File: src/rtl/dfe_out_buffer.sv
// -----------------------------------------------------------------------------
// dfe_out_buffer
//
// Elastic output stage behind the DFE filter core. Every valid decimated
// sample from the core is captured into a circular FIFO. The FIFO is then
// presented to the downstream consumer through a first-word-fall-through
// valid/ready handshake. The block also keeps sticky status for core
// overflow/underflow and for dropped samples, plus a saturating drop counter.
//
// Ports
//   clk           rising-edge clock
//   rst           asynchronous active-high reset
//   valid_in      sample strobe from the core (the core cannot be stalled)
//   data_in       signed sample from the core
//   ovf_in        core overflow flag, sampled every cycle
//   unf_in        core underflow flag, sampled every cycle
//   clear_status  one-cycle pulse; clears the sticky flags and drop_count
//   out_ready     consumer accepts the current sample
//   out_valid     out_data holds a valid sample
//   out_data      head-of-FIFO sample
//   fifo_count    occupancy, 0..FIFO_DEPTH
//   almost_full   fifo_count >= AF_THRESHOLD
//   drop_sticky   a sample was dropped since the last clear
//   ovf_sticky    ovf_in was seen high since the last clear
//   unf_sticky    unf_in was seen high since the last clear
//   drop_count    number of dropped samples, saturating at all-ones
// -----------------------------------------------------------------------------
module dfe_out_buffer #(
    parameter int DATA_WIDTH   = 16,
    parameter int FIFO_DEPTH   = 16,
    parameter int AF_THRESHOLD = 12,
    parameter int CNT_WIDTH    = 16
) (
    input  logic                          clk,
    input  logic                          rst,
    input  logic                          valid_in,
    input  logic [DATA_WIDTH-1:0]         data_in,
    input  logic                          ovf_in,
    input  logic                          unf_in,
    input  logic                          clear_status,
    input  logic                          out_ready,
    output logic                          out_valid,
    output logic [DATA_WIDTH-1:0]         out_data,
    output logic [$clog2(FIFO_DEPTH):0]   fifo_count,
    output logic                          almost_full,
    output logic                          drop_sticky,
    output logic                          ovf_sticky,
    output logic                          unf_sticky,
    output logic [CNT_WIDTH-1:0]          drop_count
);

    localparam int ADDR_W = $clog2(FIFO_DEPTH);
    localparam int PTR_W  = ADDR_W + 1;

    // Sticky flag slots: ovf, unf, drop share the same set-beats-clear rule.
    localparam int N_FLAGS  = 3;
    localparam int FLAG_OVF = 0;
    localparam int FLAG_UNF = 1;
    localparam int FLAG_DRP = 2;

    logic [DATA_WIDTH-1:0] mem [FIFO_DEPTH];

    logic [PTR_W-1:0]      wr_ptr_reg;
    logic [PTR_W-1:0]      rd_ptr_reg;
    logic [PTR_W-1:0]      count_reg;
    logic [PTR_W-1:0]      count_next;
    logic [DATA_WIDTH-1:0] out_data_reg;
    logic [CNT_WIDTH-1:0]  drop_count_reg;
    logic [N_FLAGS-1:0]    flag_sticky_reg;
    logic [N_FLAGS-1:0]    flag_event;

    logic                  full;
    logic                  empty;
    logic                  rd;
    logic                  wr;
    logic                  drop;
    logic [ADDR_W-1:0]     rd_addr_next;
    logic                  head_from_input;
    logic                  head_from_mem;

    // Full when the pointers address the same slot but sit on opposite laps.
    assign full  = (wr_ptr_reg[ADDR_W-1:0] == rd_ptr_reg[ADDR_W-1:0]) &&
                   (wr_ptr_reg[ADDR_W] != rd_ptr_reg[ADDR_W]);
    assign empty = (count_reg == '0);

    assign out_valid = !empty;
    assign rd        = out_valid && out_ready;
    // A read in the same cycle frees a slot, so a full FIFO still takes the write.
    assign wr        = valid_in && (!full || rd);
    assign drop      = valid_in && full && !rd;

    assign rd_addr_next = rd_ptr_reg[ADDR_W-1:0] + ADDR_W'(1);

    // The head sample lives in out_data_reg. It is refilled either straight
    // from data_in (the FIFO is empty or its last entry is leaving) or from
    // the slot behind the current head. That slot was written at least one
    // cycle earlier, so this is a plain registered RAM read.
    assign head_from_input = wr && (empty || ((count_reg == PTR_W'(1)) && rd));
    assign head_from_mem   = rd && (count_reg > PTR_W'(1));

    always_comb begin
        count_next = count_reg;
        case ({wr, rd})
            2'b10:   count_next = count_reg + PTR_W'(1);
            2'b01:   count_next = count_reg - PTR_W'(1);
            default: count_next = count_reg;
        endcase
    end

    // Storage has no reset, so it maps onto block RAM. Stale contents are
    // unreachable after a reset because the pointers and the count restart.
    always_ff @(posedge clk) begin
        if (wr) begin
            mem[wr_ptr_reg[ADDR_W-1:0]] <= data_in;
        end
    end

    always_ff @(posedge clk or posedge rst) begin
        if (rst) begin
            wr_ptr_reg   <= '0;
            rd_ptr_reg   <= '0;
            count_reg    <= '0;
            out_data_reg <= '0;
        end else begin
            if (wr) begin
                wr_ptr_reg <= wr_ptr_reg + PTR_W'(1);
            end
            if (rd) begin
                rd_ptr_reg <= rd_ptr_reg + PTR_W'(1);
            end
            count_reg <= count_next;
            if (head_from_input) begin
                out_data_reg <= data_in;
            end else if (head_from_mem) begin
                out_data_reg <= mem[rd_addr_next];
            end
        end
    end

    assign flag_event[FLAG_OVF] = ovf_in;
    assign flag_event[FLAG_UNF] = unf_in;
    assign flag_event[FLAG_DRP] = drop;

    // A clear in the same cycle as an event leaves the flag set.
    genvar gi;
    generate
        for (gi = 0; gi < N_FLAGS; gi++) begin : g_sticky
            always_ff @(posedge clk or posedge rst) begin
                if (rst) begin
                    flag_sticky_reg[gi] <= 1'b0;
                end else if (clear_status) begin
                    flag_sticky_reg[gi] <= flag_event[gi];
                end else begin
                    flag_sticky_reg[gi] <= flag_sticky_reg[gi] | flag_event[gi];
                end
            end
        end
    endgenerate

    // A drop coinciding with clear_status restarts the count at one.
    always_ff @(posedge clk or posedge rst) begin
        if (rst) begin
            drop_count_reg <= '0;
        end else if (clear_status) begin
            drop_count_reg <= drop ? CNT_WIDTH'(1) : '0;
        end else if (drop && (drop_count_reg != '1)) begin
            drop_count_reg <= drop_count_reg + CNT_WIDTH'(1);
        end
    end

    assign out_data    = out_data_reg;
    assign fifo_count  = count_reg;
    assign almost_full = (count_reg >= PTR_W'(AF_THRESHOLD));
    assign ovf_sticky  = flag_sticky_reg[FLAG_OVF];
    assign unf_sticky  = flag_sticky_reg[FLAG_UNF];
    assign drop_sticky = flag_sticky_reg[FLAG_DRP];
    assign drop_count  = drop_count_reg;

endmodule

File: config.mk
export PLATFORM = sky130hd
export DESIGN_NAME = dfe_out_buffer
export DESIGN_NICKNAME = d
export VERILOG_FILES = /design/src/rtl/dfe_out_buffer.sv
export SDC_FILE = /design/constraint.sdc
export NUM_CORES = 1
export LEC_CHECK = 0
export CORE_MARGIN = 3
export CORE_UTILIZATION = 35
export CTS_CLUSTER_DIAMETER = 40
export DETAILED_ROUTE_END_ITERATION = 16
export DONT_BUFFER_PORTS = 1
export HOLD_SLACK_MARGIN = 0.08
export PLACE_DENSITY = 0.51
export SLEW_MARGIN = 20
export SYNTH_ARGS = -nofsm -noshare
export SYNTH_HDL_FRONTEND = slang
export SYNTH_SLANG_ARGS = --single-unit
export TNS_END_PERCENT = 100
File: constraint.sdc
create_clock -name clk -period 3.1 [get_ports clk]
set_input_delay 0.62 -clock clk [delete_from_list [all_inputs] [get_ports clk]]
set_output_delay 0.62 -clock clk [all_outputs]
set_load 0.01 [all_outputs]
== After elaboration in Yosys (flattened, before gate mapping) ==
Memories as Yosys holds them, arrays and structs flattened.
Index checks and enable logic that the tools add are counted.
Widths: inputs -> output; s select.
Storage, ports and cells
  register bits after elaboration: 50
  bits in writable memories: 256
  memories kept: 1
  word-level logic and storage cells: 55
  output and inout port bits: 42
Memories
  mem: depth 16, width 16, read ports 1, clocked after Yosys merged registers in 0, write ports 1, line 61  | logic [DATA_WIDTH-1:0] mem [FIFO_DEPTH];
Operators by class
  reduce and logical (&&, ||, !) cells: 18
  bitwise logic cells: 3
  $add $sub $neg: 6
  order comparisons: 2
  multiplexer cells: 11
  eq/ne operators: 6
Operators by type and width (number)
  $mux 16: 4
  $add 16x1->16 const B: 1
  $ne 16x16->1 const B: 1
  $add 5x1->5 const B: 3
  $pmux 5 s2: 1
  $logic_and 1x1->1: 9
  $mux 1: 6
  $reduce_bool 2->1: 3
  $eq 5x1->1 const B: 1
  $ge 5x4->1 const B: 1
  $gt 5x1->1 const B: 1
  $logic_not 5->1: 1
  $sub 5x1->5 const B: 1
  $add 4x1->4 const B: 1
  $eq 4x4->1: 1
  $logic_not 1->1: 3
  $or 1x1->1: 3
  $eq 2x1->1 const B: 1
  $eq 2x2->1 const B: 1
  $logic_or 1x1->1: 2
  $ne 1x1->1: 1

== Longest topological paths before layout ==
Gate-level depths: netlist of run 1.
  depth in word-level cells: 8
  depth in mapped cells: 12

== Worst setup path after synthesis of run 1 ==
Ideal clock, no wire load.
  path kind: register to register
  from: reg count_reg[0], in the netlist fifo_count[0]
  to: mem mem[3][0], enable pin
  arrival time: 2830 ps
  setup time: 409 ps
  cell stages (with the launch flop): 10
  clock period less this slack: 3239 ps
  slack: -139 ps
  cell sequence: dfrtp_1 inv_1 ha_1 nor4b_4 inv_2 a2111oi_4 a21boi_0 clkbuf_1 nand2_1 nor3_1
Between the ends
  word-level cells in the longest chain between the ends: 7
RTL lines
  start, declared: line 65  | logic [PTR_W-1:0] count_reg;
  start signal, assigned: line 131  | count_reg <= count_next;
  $logic_not 5->1: line 84  | assign empty = (count_reg == '0);
  $logic_not 1->1: line 86  | assign out_valid = !empty;
  net out_valid: line 42  | output logic out_valid,
  $logic_and 1x1->1: line 87  | assign rd = out_valid && out_ready;
  $logic_or 1x1->1: line 89  | assign wr = valid_in && (!full || rd);
  $logic_and 1x1->1: line 89
  $mux 1: line 113  | if (wr) begin
  $mux 1 (not written as such): line 114  | mem[wr_ptr_reg[ADDR_W-1:0]] <= data_in;
  end, declared: line 61
The timed path passes the listed nets, and every way through them passes these cells.

== Worst setup path in the final report of run 1 ==
  from: reg count_reg[1], in the netlist fifo_count[1]
  to: reg drop_count_reg[5], in the netlist drop_count[5]
Between the ends
  word-level cells in the longest chain between the ends: 7
RTL lines
  $logic_not 5->1: line 84
  $logic_not 1->1: line 86
  net out_valid: line 42
  $logic_and 1x1->1: line 87
  $logic_not 1->1: line 90  | assign drop = valid_in && full && !rd;
  $logic_and 1x1->1: line 90
  $logic_and 1x1->1: line 166  | end else if (drop && (drop_count_reg != '1)) begin
  $reduce_bool 2->1 (no source line)
  end signal, assigned: line 165  | drop_count_reg <= drop ? CNT_WIDTH'(1) : '0;
  end signal, assigned: line 167  | drop_count_reg <= drop_count_reg + CNT_WIDTH'(1);
  end, declared: line 68  | logic [CNT_WIDTH-1:0] drop_count_reg;
The timed path passes the listed nets, and every way through them passes these cells.
A chain may end at the register's enable or synchronous reset.

==> results.toml, run 1 <==
[power]
sequentialPowerShare_pct = 36.0
power_switching_w = 0.004835
switching_share_pct = 32.06
comb_power_share_pct = 31.8
p_int_w = 0.01024
p_leak_nw = 5.036
power.share.clock_pct = 32.2
power_density_nw_per_um2 = 1022
vdd_ir_drop_max_v = 0.0004770

[clock_network]
cts_tree = "built"
clkTransAtPathRegs_ns = 0.05
ctsHoldBuffers = 0
postCtsSetupBuffers = 0
clk_path_buf_depth = 3
root_buffer = "clkbuf_16"
worst_skew_pair.late_latency_ns = 0.53
h-tree-depth = 2
cts_buffers = 45
clock_sinks = 306

[synthesis]
synth_edf_count = 256
synth-simple-area-share_pct = 5.882
synth_area_sq_um = 12510
synthArstFlopShare_pct = 16.34
synthDistinctLibCells = 40
synth_xor_area_share_pct = 1.470
seq_area_frac_synth_pct = 71.46
muxShareOfSynthArea_pct = 13.44
ys_ff_latch = 306
synthFlopType = "edfxtp_1"
syn-instance-count = 693
synth_fp_nets = 727
synth_compound_area_share_pct = 4.931
yosysWarnings = 0
postSynthAreaPerCell_sq_um = 18.05
synthAdderAreaFrac_pct = 1.100
synth_top_family_by_area = "multiplexers"

[timing]
slew_viol_final = 0
finClkSkew_ns = 0.01573
grt_setup_unrepaired = "true"
tns_ns = 0
tightest_slew_ns = 1.053
setup_violations = 0
max_freq_mhz = 344.0
relSlewSlack_pct = 29.64
layout_min_cycle_time_ns = 2.907
final_hold_viol_count = 0
post-route-period-util_pct = 93.78

[global_route]
grt_max_degree = 44
antenna_found_initial = 0
globalRouteOverflowTotal = 0
grt_pass1_wl_mm = 43.81
grtUsageTotal_pct = 14.87
grt_pass1_vias = 6986

[setup_path]
cp.depth = 8
path_class = "flip-flop to flip-flop"
worstPathArrival_ns = 3.32
crit_slowest_cell = "a2111oi_4"
max_stage_delay_ns = 0.51
cp_max_fo = 25
end_kind = "flip-flop"
reg2regPathDepth = 8
crit_buf_inv = 2
cp_cell_sequence = "inv_1, ha_1, nor4b_4, inv_2, a2111oi_4, nand3_2, nor4_1, mux2_2"
cp.required_ns = 3.51
crit_family = "simple AND/OR/NAND/NOR gates"
critPathLaunchType = "flip-flop"
reg2reg_slack_ns = 0.19

[drt]
vias = 6572
drt_pre_antenna_iters = 5
drt_iter0_drc = 476
totalWireLength_mm = 28.16
drc_errors = 0
via_per_inst = 5.334
avgRoutedWirePerCell_um = 22.86
antenna_left = 0

[run]
cap_violations = 0

[place]
port_buffers = 0
routabilityCongestion = 0.7816
hpwl_mm = 16.71

[final_layout]
largest_reg_flops = 256
utilization_pct = 42.28
diodes = 0
area_growth_syn_to_layout_pct = 17.91
nNetsFinal = 775
drive_above_1_share_pct = 25.48

[floorplan]
chipWidth_um = 195.0
die_h_um = 195.0
core_region_area_sq_um = 34880
start_util_pct = 35.86
die-area_sq_um = 38040
io_pins = 65
placementRows = 68

[worst_hold_path]
hold_class = "input port to async pin"

[status]
status = "finished clean"
==> placed cells by master (no fill, tap or decap), types with 7 or more instances in the layout <==
cell type | netlist | final
clkinv_2 | 0 | 7
and2_1 | 15 | 15
a211o_1 | 15 | 15
nand2_1 | 44 | 44
xor2_1 | 12 | 10
mux2i_1 | 15 | 15
and3_1 | 16 | 14
dfrtp_1 | 50 | 49
buf_4 | 0 | 38
inv_6 | 0 | 7
edfxtp_1 | 256 | 256
or4_1 | 9 | 9
nor2_1 | 12 | 12
clkbuf_1 | 28 | 8
o31ai_1 | 10 | 10
xnor2_1 | 9 | 9
inv_1 | 10 | 9
ha_1 | 11 | 10
a21oi_1 | 14 | 13
mux4_2 | 66 | 66
a211oi_1 | 15 | 15
nand3_1 | 13 | 13
clkbuf_16 | 0 | 46
o211ai_1 | 16 | 16
==> cells by family after synthesis <==
group,count (synthesis)
fa+ha+maj,11
compound gates,83
mux,85
xor+xnor,21
simple gates,137
buf+inv,50
flops,306
==> layout make-up <==
class                   instances  area (sq um)
repair buffers                 40         325.3
clock inverters                29         284.0
well taps                     455         569.3
clock buffers                  54          1181
flip-flops and latches        306          8942
multi-input cells             337          3403
fillers                      3087         20140
inverters                      11         42.54
==> per-layer routing <==
metal	wire length (um)	track usage (%)	up-vias
met2	13300	23.85	174
met1	12800	20.98	3452
li1	-	-	2901
met3	1522	3.037	45
met5	0	0	-
met4	530	3.776	0
==> power by group through the flow <==
stage          registers [W]  clock network [W]  logic, W
2_1_floorplan        0.00538                  0   0.00345
3_3_place_gp         0.00549                  0   0.00486
3_5_place_dp         0.00551                  0   0.00490
4_1_cts              0.00543            0.00497   0.00492
5_1_grt              0.00548            0.00517   0.00522
6_report             0.00542            0.00486   0.00480
==> cells in the mapped netlist (10+ instances only) <==
cell | n | area share, %
a211oi_1 | 15 | 0.90
and2_1 | 15 | 0.75
nand2_1 | 44 | 1.3
edfxtp_1 | 256 | 61
a21oi_1 | 14 | 0.56
ha_1 | 11 | 1.1
clkbuf_1 | 28 | 0.84
nand3_1 | 13 | 0.52
dfrtp_1 | 50 | 10
o31ai_1 | 10 | 0.60
inv_1 | 10 | 0.30
mux4_2 | 66 | 12
nor2_1 | 12 | 0.36
mux2i_1 | 15 | 1.2
and3_1 | 16 | 0.80
a211o_1 | 15 | 1.1
o211ai_1 | 16 | 0.96
xor2_1 | 12 | 0.84
==> timing repair <==
action / in CTS / in global routing
endpoints found under the setup margin: 0 / 40
hold endpoints to repair: 0 / 0
resized for setup: 0 / 2
==> through the flow <==
stage	cells	hold slack (ns)	setup WS, ns	total power [W]	instance area (sq um)
5_1_grt	1232	0.1295	-0.05730	0.01587	14750
2_1_floorplan	693	0.4617	0.3440	0.008828	12510
4_1_cts	1232	0.1346	0.1802	0.01533	14740
3_3_place_gp	1149	0.4952	0.2849	0.01035	13280
6_report	1232	0.1374	0.1928	0.01508	14750
3_5_place_dp	1149	0.5002	0.1867	0.01041	13280
==> final timing paths <==
| path | start | end |
|---|---|---|
| worst max register to register | fifo_count[1] | drop_count[5] |
| worst max-delay path | fifo_count[1] | drop_count[5] |
| min in group clk | clear_status | drop_count[1] |
| max in group asynchronous | rst | out_data[5] |
| worst min register to register | rd_ptr_reg[4] | rd_ptr_reg[4] |
| worst min-delay path | rst | drop_count[11] |
Note: power is estimated with default switching activity, not from simulation.
==> run 2, diff against run 1 <==
CAP_MARGIN = 25   (was unset)
CORE_UTILIZATION = 55   (was 35)
PLACE_DENSITY = 0.73   (was 0.51)
==> run 2 against run 1 <==
Core utilization is 23 points higher. Clock power is 11% lower. Setup slack better by 0.045 ns. Via count is 1.9% higher. Cell count is 16% lower. Critical endpoint is now mem[12][15]. Largest power group unchanged.
==> results.toml, run 2 (same netlist as run 1, synthesis figures left out) <==
[timing]
whs_ns = 0.1641
slew_viol_final = 0
setup_violations = 0
max_freq_mhz = 349.4
finClkSkew_ns = 0.01852
setup_slack_ns = 0.2376
tightest_slew_ns = 0.9470
grt_setup_unrepaired = "false"
layout_min_cycle_time_ns = 2.862
final_hold_viol_count = 0
relSlewSlack_pct = 36.87
post-route-period-util_pct = 92.34

[power]
power.share.clock_pct = 29.6
power_density_nw_per_um2 = 1016
p_leak_nw = 4.926
switching_share_pct = 31.59
sequentialPowerShare_pct = 37.0
p_int_w = 0.009967
comb_power_share_pct = 33.5
power_switching_w = 0.004603
total_power_w = 0.01457
vdd_ir_drop_max_v = 0.0006117

[setup_path]
crit_slowest_cell = "and3_1"
max_stage_delay_ns = 0.58
r2r-start = "fifo_count[1]"
timing.rr.end = "mem[12][15]"
critPathLaunchType = "flip-flop"
cp_max_fo = 21
cp.required_ns = 3.22
crit_family = "simple AND/OR/NAND/NOR gates"
worstPathArrival_ns = 2.99
reg2reg_slack_ns = 0.24
path_class = "flip-flop to flip-flop"
cp_cell_sequence = "inv_1, ha_1, nor4b_4, inv_2, a2111oi_4, a21boi_2, and3_1"
end_kind = "flip-flop"
reg2regPathDepth = 7
crit_buf_inv = 2

[place]
port_buffers = 0
dp_slack_ns = -0.1274
hpwl_mm = 15.43
placed_area_sq_um = 13080
routabilityCongestion = 0.8278

[floorplan]
io_pins = 65
die-area_sq_um = 24590
die_h_um = 156.8
chipWidth_um = 156.8
placementRows = 54
core_region_area_sq_um = 22090
start_util_pct = 56.61

[final_layout]
mostFrequentLayoutCells = "edfxtp_1, mux4_2, dfrtp_1"
seq_area_sq_um = 8942
num-fill-cells = 1484
largest_reg_flops = 256
diodes = 0
design_area_sq_um = 14340
utilization_pct = 64.88
nNetsFinal = 766
area_growth_syn_to_layout_pct = 14.60
drive_above_1_share_pct = 23.32
multiInputGateArea_sq_um = 3405
final_common_cell = "edfxtp_1"

[drt]
via_per_inst = 6.447
drc_errors = 0
wl_met2_mm = 13.18
met3_length_mm = 2.355
met1_length_mm = 10.78
drt_iter0_drc = 756
drt_pre_antenna_iters = 5
avgRoutedWirePerCell_um = 25.92
totalWireLength_mm = 26.93
top_layer = "met4"
vias = 6698
antenna_left = 0

[clock_network]
h-tree-depth = 2
clock_sinks = 306
cts_tree = "built"
postCtsSetupBuffers = 0
clk_path_buf_depth = 3
clkTransAtPathRegs_ns = 0.05
worst_skew_pair.late_latency_ns = 0.52
root_buffer = "clkbuf_16"
cts_buffers = 36

[global_route]
grtUsageTotal_pct = 22.72
globalRouteOverflowTotal = 0
grt_max_degree = 68
grt_pass1_vias = 6987
antenna_found_initial = 0
grt_pass1_wl_mm = 41.40

[status]
status = "finished clean"

[run]
cap_violations = 0

[worst_hold_path]
hp-start = "clear_status"
min_to = "drop_count[4]"
hold_class = "input port to flip-flop"
hold_depth = 1
-- run 2: cell types whose count changed in the layout (fill, tap and decap cells not counted), sizes merged --
cell | before | now
bufinv | 2 | 5
clkbuf | 54 | 42
buf | 40 | 39
inv | 20 | 16
clkinv | 14 | 9
dlygate4sd3 | 0 | 1
-- run 2: how the worst max path moves through the flow --
stage | to | from | slack, ns | cells past startpoint
floorplan | mem[3][0] | fifo_count[0] | 0.34 | 9
global placement | mem[13][2] | fifo_count[0] | 0.06 | 7
detailed placement | mem[12][0] | fifo_count[0] | -0.13 | 7
CTS | drop_count[5] | fifo_count[1] | 0.13 | 8
global route | fifo_count[4] | fifo_count[1] | 0.01 | 11
finish | mem[12][15] | fifo_count[1] | 0.24 | 7
-- run 2: routing by layer --
metal  up-vias  GRT usage [%]
met5         -              0
met4         0          6.961
met3        47          6.471
li1       2872              -
met2       292          36.35
met1      3487          30.77
-- run 2: stage by stage --
| stage | TNS, ns | cells |
|---|---|---|
| finish | 0 | 1039 |
| global route | 0 | 1039 |
| CTS | 0 | 1039 |
| detailed placement | -4.628 | 973 |
| global placement | 0 | 973 |
| floorplan | 0 | 693 |
-- run 2: what timing repair did --
action	in CTS	in global routing
endpoints found under the hold margin	12	0
resized for setup	1	1
hold buffers	1	0
endpoints found under the setup margin	48	1
gates cloned	0	0
-- run 2: final cells by class --
type	count	area share (%)
timing repair buffer	40	2.549
tap	280	2.444
sequential	306	62.38
multi-input combinational	337	23.75
clock buffer	42	6.660
inverter	11	0.2880
clock inverter	23	1.929
-- run 2: worst register-to-register path, delay by kind of cell (launching register included) --
family | cells | cell delay (ns)
AOI/OAI and AO/OA | 2 | 0.85
adders and majority gates | 1 | 0.19
buffers and inverters | 2 | 0.22
DFF | 1 | 0.37
and+or+nand+nor | 2 | 0.86
-- run 2: power groups by stage --
| stage | logic [W] | registers, W | clock network (W) |
|---|---|---|---|
| floorplan | 0.00345 | 0.00538 | 0 |
| global placement | 0.00475 | 0.00543 | 0 |
| detailed placement | 0.00487 | 0.00547 | 0 |
| CTS | 0.00492 | 0.00539 | 0.00437 |
| global route | 0.00525 | 0.00544 | 0.00455 |
| finish | 0.00488 | 0.00539 | 0.00431 |
